`config.mk`:
```
export PLATFORM = sky130hd
export DESIGN_NAME = alu_srca_pipe
export DESIGN_NICKNAME = d
export VERILOG_FILES = /design/src/rtl/alu_srca_pipe.sv
export SDC_FILE = /design/constraint.sdc
export NUM_CORES = 1
export LEC_CHECK = 0
export ABC_AREA = 1
export BUFFER_PORTS_ARGS = -buffer_cell sky130_fd_sc_hd__buf_2
export CORE_MARGIN = 5
export CORE_UTILIZATION = 30
export DETAILED_ROUTE_END_ITERATION = 12
export GPL_TIMING_DRIVEN = 1
export PLACE_DENSITY_LB_ADDON = 0.2
export SLEW_MARGIN = 25
export SYNTH_ARGS = -nofsm -noshare
export SYNTH_HDL_FRONTEND = slang
export SYNTH_SLANG_ARGS = --single-unit
```
`constraint.sdc`:
```
create_clock -name clk -period 2.44 [get_ports clk]
set_input_delay 0.122 -clock clk [delete_from_list [all_inputs] [get_ports clk]]
set_output_delay 0.122 -clock clk [all_outputs]
set_load 0.01 [all_outputs]
```
`src/rtl/alu_srca_pipe.sv`:
```
// ---------------------------------------------------------------------------
// alu_srca_pipe
//   Registered operand-A selector sitting between ID and EX. One of NUM_SRC
//   sources is picked by sel (0=Register1, 1=PC, 2=EX/MEM fwd, 3=MEM/WB fwd,
//   higher=extra) and captured into a 2-entry skid buffer with valid/ready
//   handshakes on both sides. Strict FIFO order, no in->out combinational
//   path, no out_ready->in_ready combinational path.
//
//   Optional feature macro: ALU_SRCA_ZERO_EN
//     defined   : sel==NUM_SRC selects constant zero (LUI), no sel_err.
//     undefined : sel==NUM_SRC is out of range like any sel>NUM_SRC.
//
// Ports
//   clk        in   1             pipeline clock, rising edge
//   rst        in   1             asynchronous active-high reset
//   flush      in   1             synchronous flush, drops buffered operands
//   in_valid   in   1             decode offers an operand
//   in_ready   out  1             buffer can accept this cycle (registered)
//   sel        in   SEL_W         source select (unsigned)
//   src_data   in   NUM_SRC*XLEN  source k = src_data[k*XLEN +: XLEN]
//   out_valid  out  1             operand available to EX (registered)
//   out_ready  in   1             EX consumes operand this cycle
//   out_data   out  XLEN          head of buffer (registered)
//   sel_err    out  1             sticky: an out-of-range sel was accepted
// ---------------------------------------------------------------------------
module alu_srca_pipe #(
    parameter int XLEN    = 32,
    parameter int NUM_SRC = 4,
    parameter int SEL_W   = $clog2(NUM_SRC) + 1
) (
    input  logic                    clk,
    input  logic                    rst,
    input  logic                    flush,
    input  logic                    in_valid,
    output logic                    in_ready,
    input  logic [SEL_W-1:0]        sel,
    input  logic [NUM_SRC*XLEN-1:0] src_data,
    output logic                    out_valid,
    input  logic                    out_ready,
    output logic [XLEN-1:0]         out_data,
    output logic                    sel_err
);

    typedef enum logic [1:0] {
        ST_EMPTY = 2'd0,
        ST_ONE   = 2'd1,
        ST_FULL  = 2'd2
    } state_t;

    // NUM_SRC always fits in SEL_W bits because SEL_W carries one spare bit.
    localparam logic [SEL_W-1:0] LP_NUM_SRC = SEL_W'(NUM_SRC);

    state_t            r_state;
    state_t            w_state_nxt;
    logic [XLEN-1:0]   r_main;
    logic [XLEN-1:0]   r_skid;
    logic [XLEN-1:0]   w_main_nxt;
    logic [XLEN-1:0]   w_skid_nxt;
    logic              r_in_ready;
    logic              r_out_valid;
    logic              r_sel_err;
    logic [XLEN-1:0]   w_sel_data;
    logic              w_sel_bad;
    logic              w_in_xfer;
    logic              w_out_xfer;

    assign w_in_xfer  = in_valid & r_in_ready;
    assign w_out_xfer = r_out_valid & out_ready;

    assign in_ready  = r_in_ready;
    assign out_valid = r_out_valid;
    assign out_data  = r_main;
    assign sel_err   = r_sel_err;

    // Select decode: in-range picks that source, out-of-range falls back to source 0.
    always_comb begin
        w_sel_data = src_data[XLEN-1:0];
        w_sel_bad  = 1'b0;
        if (sel < LP_NUM_SRC) begin
            for (int k = 0; k < NUM_SRC; k++) begin
                if (sel == SEL_W'(k)) begin
                    w_sel_data = src_data[k*XLEN +: XLEN];
                end else begin
                    w_sel_data = w_sel_data;
                end
            end
        end
`ifdef ALU_SRCA_ZERO_EN
        else if (sel == LP_NUM_SRC) begin
            w_sel_data = {XLEN{1'b0}};
        end
`endif
        else begin
            w_sel_bad = 1'b1;
        end
    end

    // Buffer FSM next state and data steering; flush overrides the state only.
    always_comb begin
        w_state_nxt = r_state;
        w_main_nxt  = r_main;
        w_skid_nxt  = r_skid;
        case (r_state)
            ST_EMPTY: begin
                if (w_in_xfer) begin
                    w_state_nxt = ST_ONE;
                    w_main_nxt  = w_sel_data;
                end else begin
                    w_state_nxt = ST_EMPTY;
                end
            end
            ST_ONE: begin
                if (w_in_xfer && !w_out_xfer) begin
                    w_state_nxt = ST_FULL;
                    w_skid_nxt  = w_sel_data;
                end else if (w_out_xfer && !w_in_xfer) begin
                    w_state_nxt = ST_EMPTY;
                end else if (w_in_xfer && w_out_xfer) begin
                    w_state_nxt = ST_ONE;
                    w_main_nxt  = w_sel_data;
                end else begin
                    w_state_nxt = ST_ONE;
                end
            end
            ST_FULL: begin
                // in_ready is low here, so only the drain can happen.
                if (w_out_xfer) begin
                    w_state_nxt = ST_ONE;
                    w_main_nxt  = r_skid;
                end else begin
                    w_state_nxt = ST_FULL;
                end
            end
            default: begin
                w_state_nxt = ST_EMPTY;
            end
        endcase
        if (flush) begin
            w_state_nxt = ST_EMPTY;
        end else begin
            w_state_nxt = w_state_nxt;
        end
    end

    // State, data and registered handshake outputs.
    always_ff @(posedge clk or posedge rst) begin
        if (rst) begin
            r_state     <= ST_EMPTY;
            r_main      <= {XLEN{1'b0}};
            r_skid      <= {XLEN{1'b0}};
            r_in_ready  <= 1'b1;
            r_out_valid <= 1'b0;
        end else begin
            r_state     <= w_state_nxt;
            r_main      <= w_main_nxt;
            r_skid      <= w_skid_nxt;
            r_in_ready  <= (w_state_nxt != ST_FULL);
            r_out_valid <= (w_state_nxt != ST_EMPTY);
        end
    end

    // Sticky select-error flag; only rst clears it, a flushed operand never sets it.
    always_ff @(posedge clk or posedge rst) begin
        if (rst) begin
            r_sel_err <= 1'b0;
        end else if (w_in_xfer && w_sel_bad && !flush) begin
            r_sel_err <= 1'b1;
        end else begin
            r_sel_err <= r_sel_err;
        end
    end

endmodule

```
* Yosys cells after proc, flatten, opt, wreduce, memory -nomap -nowiden *
Cells that the tools add are included.

cells by class
  eq/ne operators = 11
  reduce and logical (&&, ||, !) cells = 13
  $lt $le $gt $ge = 1
  add/subtract/negate cells = 0
  multiplexer cells = 17
  $mul = 0
  shift operators = 0
  bitwise operators = 2
  div/mod/pow operators = 0

operators by type and width
  cell                                                                    number
  32-bit two-way mux                                                      9
  32-bit one-hot mux with 3 select lines                                  1
  2-bit != test (second input constant)                                   6
  3-bit by 2-bit equality test with 1-bit output (second input constant)  2
  2-bit two-way mux                                                       3
  2-bit one-hot mux with 3 select lines                                   1
  6-bit AND reduction                                                     1
  1-bit logical AND                                                       5
  3-bit by 1-bit equality test with 1-bit output (second input constant)  1
  1-bit logical NOT                                                       3
  3-bit less-than comparator (second input constant)                      1
  1-bit two-way mux                                                       3
  3-bit nonzero test                                                      1
  1-bit AND                                                               2
  2-bit by 1-bit equality test with 1-bit output (second input constant)  1
  2-bit equality test (second input constant)                             1
  2-bit logical NOT                                                       1
  2-bit AND reduction                                                     1
  2-bit nonzero test                                                      1

storage, ports and cells
  memory bits (read-only) = 0
  word-level logic and storage cells = 50
  memories kept = 0
  bits in writable memories = 0
  output and inout port bits = 35
  register bits after elaboration = 69
  bits in latches = 0

* Longest topological paths before layout *
  depth in word-level cells = 9
  mapped depth = 11
  mapped depth without buffers = 10

* Worst setup path before layout *
Ideal clock, no wire load.

  path type = flip-flop to flip-flop
  from = register r_in_ready (netlist: in_ready)
  to = register r_main[0] (netlist: out_data[0])
  path buffers = 1
  required time = 2.324 ns
  library setup time = 0.116 ns
  slack = 0.807 ns
  data arrival time = 1.517 ns
  cell stages (with the launch flop) = 12
  cells stage by stage = dfstp_2 > nand2_1 > inv_1 > ha_1 > inv_1 > nor2_1 > a21oi_2 > nand3_2 > buf_2 > nor2_1 > nand2_1 > nand2_1

on the way
  word-level cells in the longest chain between the ends = 5
  elaborated cells between the ends (all ways) = 10
  classes of those cells = eq/ne (4); bitwise (1); reduce/logical (5)

RTL lines
  item                             line  text
  start, declared                  59    logic r_in_ready;
  start signal, assigned           157   r_in_ready <= (w_state_nxt != ST_FULL);
  1-bit AND *                      67    assign w_in_xfer = in_valid & r_in_ready;
  1-bit logical NOT                116   end else if (w_out_xfer && !w_in_xfer) begin
  1-bit logical AND                116
  2-bit != test (no line)          --
  6-bit AND reduction (no line) *  --
  end signal, assigned             149   r_main <= {XLEN{1'b0}};
  end signal, assigned             155   r_main <= w_main_nxt;
  end, declared                    55    logic [XLEN-1:0] r_main;

Mark *: on every way between the ends. The rest lies on a longest branch, timed or not.
A chain may end at the register's enable or synchronous reset.

* Worst setup path after layout *
  from = register r_in_ready (netlist: in_ready)
  to = register r_main[10] (netlist: out_data[10])

Same word-level chain as after synthesis.

==> results.md <==
- Status: completed
- DIE AREA: 0.0178 mm^2
- Synthesized flop and latch total: 69
- CTS Buf Count: 9
- Primary FF master, synth: dfrtp_1
- Final Skew: 0.00627 ns
- Cell mode on critical path: nand2_1
- Post-synth top cells: 295 x nand2_1, 102 x inv_1, 68 x dfrtp_1, 67 x nor2_1, 66 x nand3_1
- Switching power: 0.00156 W
- Initial Utilization: 30.3%
- Largest net degree at the start of global routing: 70
- Period minus WS final: 1.90 ns
- Static Leakage: 3.62 nW
- Worst setup SP type: register
- Comb power frac: 29.8%
- Cell area after layout: 0.00591 mm^2
- CP required: 2.66 ns
- Ranking of synthesized cells by area: dfrtp_1 37%, nand2_1 24%, inv_1 8.4%
- FFs w/ async S/R, synth: 100%
- Clk slew on worst S/H paths: 0.06 ns
- Cell area power density: 781 mW/mm^2
- CP top delay family: simple AND/OR/NAND/NOR gates
- Worst Tran Pin Value: 0.664 ns
- First-pass GRT wire length: 25200 um
- Die Wd: 133 um
- Post-DP HPWL: 11200 um
- Syn_nets: 861
- Mean routed wirelength per cell: 14.6 um
- Fin crit share: 77.7%
- Critical Path Sink: out_data[10]
- Post-Syn Instances: 724
- Placed cell area: 0.00557 mm^2
- Slew HR: 55.7%
- Clock share of power: 31.1%
- FF-to-FF setup slack: 0.54 ns
- Worst Path Buf+Inv: 3
- WP data arrival: 2.12 ns
- Sw frac: 33.9%
- Initial antenna violation count: 1
- Max incr delay on CP: 0.52 ns
- Filler cells: 1652
- P&R area growth vs syn: 29.6%
- CTS Sinks: 69
- Diodes inserted: 0
- RSZ-0062 raised after global routing: false
- TNS Setup: 0 ns
- Total power draw: 0.00462 W
- CP Depth: 11
- Final wirelength: 15600 um
- Post-route ant nets: 0
- FP Rows: 45
- Root buf cell: clkbuf_16
- Die H: 133 um
- Crit Path Category: reg2reg
- CTS tree: built
- Fin. max-slew vios: 0
- Residual DRC: 0
- Crit end category: register
- Hold Violations, Final: 0
- Vias in the first global route: 4934
- Crit-path cells: nand2_1 -> inv_1 -> ha_1 -> inv_1 -> nor2_1 -> a21oi_2 -> nand3_2 -> buf_12 -> nor2_1 -> nand2_1 -> nand2_1
- Total global-route track usage: 17.9%
- Critical-path top delay cell: dfstp_2
- Port Buffers: 170
- Hold WC Path Type: in2reg
- Placer's final routability congestion estimate: 0.884
- VDD IR max: 0.000331 V
- YS warnings: 0
- Post-synthesis area per instance: 6.30 um^2
- # setup viols final: 0
- Sequential Area: 0.00173 mm^2
- Vias/cell: 4.54
- H-tree depth: 3
- CORE AREA: 0.0150 mm^2
- Internal power: 0.00305 W
- Via count: 4847
- Synth area leader: dfrtp_1
- Crit path from: in_ready
- NumNets Final: 1012
- Drt pass-1 iters: 4
- Critical R2R Capture: out_data[10]
- Gr ovfl total: 0
- Clock buffer depth: 2
- Share of the synthesized area in the top cell type: 37.3%
- Count leader, synth: nand2_1
- DRT iter0 DRCs: 270
- Seq/Total Area, Yosys: 37.9%
- MaxCap Viol Count: 0
- Layout cell share with drive strength beyond 1: 24.1%
- Post-CTS Setup Bufs: 0
- Reg2reg start: in_ready
- Post-synthesis cell area: 0.00456 mm^2
- Crit path max fanout: 64
- EDFF count, synth: 0
- Ports: 171
- Area of the multi-input gates: 0.00220 mm^2
- Sequential share of power: 39.1%
- R2R cell count: 11
- Worst skew pair latency: 0.33 ns
- Yosys cell types: 24
- Max Clock Freq: 527 MHz
[worst register-to-register path: stages (launching register included)]
cell and delay [ns]:
dfstp_2 0.52, nand2_1 0.07, inv_1 0.09, ha_1 0.14, inv_1 0.04, nor2_1 0.19, a21oi_2 0.08, nand3_2 0.10
buf_12 0.27, nor2_1 0.13, nand2_1 0.10, nand2_1 0.05
[how the worst min path moves through the flow]
stage,end,slack (ns),depth (start not counted),startpoint
CTS,r_skid[25],0.12,5,src_data[121]
global route,sel_err,0.16,2,sel[2]
global placement,r_skid[14],0.23,3,rst
floorplan,r_state[1],0.21,1,flush
detailed placement,r_skid[14],0.23,3,rst
finish,r_skid[25],0.14,5,src_data[121]
[power groups by stage]
stage	logic [W]	clock network, W	registers, W
after global placement	0.00140	0	0.00182
after floorplan	0.000766	0	0.00188
after global routing	0.00159	0.00153	0.00187
after CTS	0.00141	0.00148	0.00181
final	0.00138	0.00144	0.00181
after detailed placement	0.00140	0	0.00182
[placed cells by master (no fill, tap or decap), drive strengths merged]
master / count
ha: 1
dlygate4sd3: 2
dfrtp: 68
nor2: 68
buf: 182
o21ai: 33
o311ai: 1
clkinv: 2
nand3: 69
bufinv: 2
inv: 107
a31o: 1
nand2: 295
a21oi: 2
clkbuf: 11
clkinvlp: 2
nor3: 1
o211ai: 32
dfstp: 1
[layout make-up]
cell class,count,share of cell area (%)
Clock buffer,11,4.10
Clock inverter,5,1.42
Inverter,108,6.92
Multi-Input combinational cell,503,37.3
Sequential cell,69,29.2
Tap cell,188,3.98
Timing Repair Buffer,184,17.1
[kinds of logic after synthesis]
family | count (synthesis) | share of synthesized area [%]
simple gates | 433 | 38.5
buf+inv | 152 | 13.8
compound gates | 69 | 9.57
flops | 69 | 37.9
fa+ha+maj | 1 | 0.274
[stage by stage]
| stage | hold WS [ns] | setup slack (ns) | utilization (%) | instances |
|---|---|---|---|---|
| 2_1_floorplan | 0.211 | 0.580 | - | 724 |
| 3_3_place_gp | 0.230 | 0.493 | 37.0 | 1050 |
| 3_5_place_dp | 0.231 | 0.524 | 37.0 | 1050 |
| 4_1_cts | 0.124 | 0.536 | 39.3 | 1068 |
| 5_1_grt | 0.158 | 0.355 | 39.3 | 1068 |
| 6_report | 0.138 | 0.543 | 39.3 | 1068 |
[what timing repair did]
action                                 4_1_cts  5_1_grt
setup endpoints to repair                    0        0
resized for setup                            0        0
endpoints found under the hold margin       69        0
hold buffers                                 2        0
[flip-flops by register name (all words and copies together), names as in the netlist]
name       flops
out_valid      1
sel_err        1
out_data      32
in_ready       1
r_skid        32
r_state        2
[routing by layer]
layer	part of all wire, %	track usage, %	up-vias	wire length, um
met2	46	29.6	159	7150
met1	45	23.1	2138	7050
met5	0.045	0	-	7
li1	-	-	2522	-
met3	6.6	3.93	26	1020
met4	2.0	6.11	2	317
Note: power is estimated with default switching activity, not from simulation.
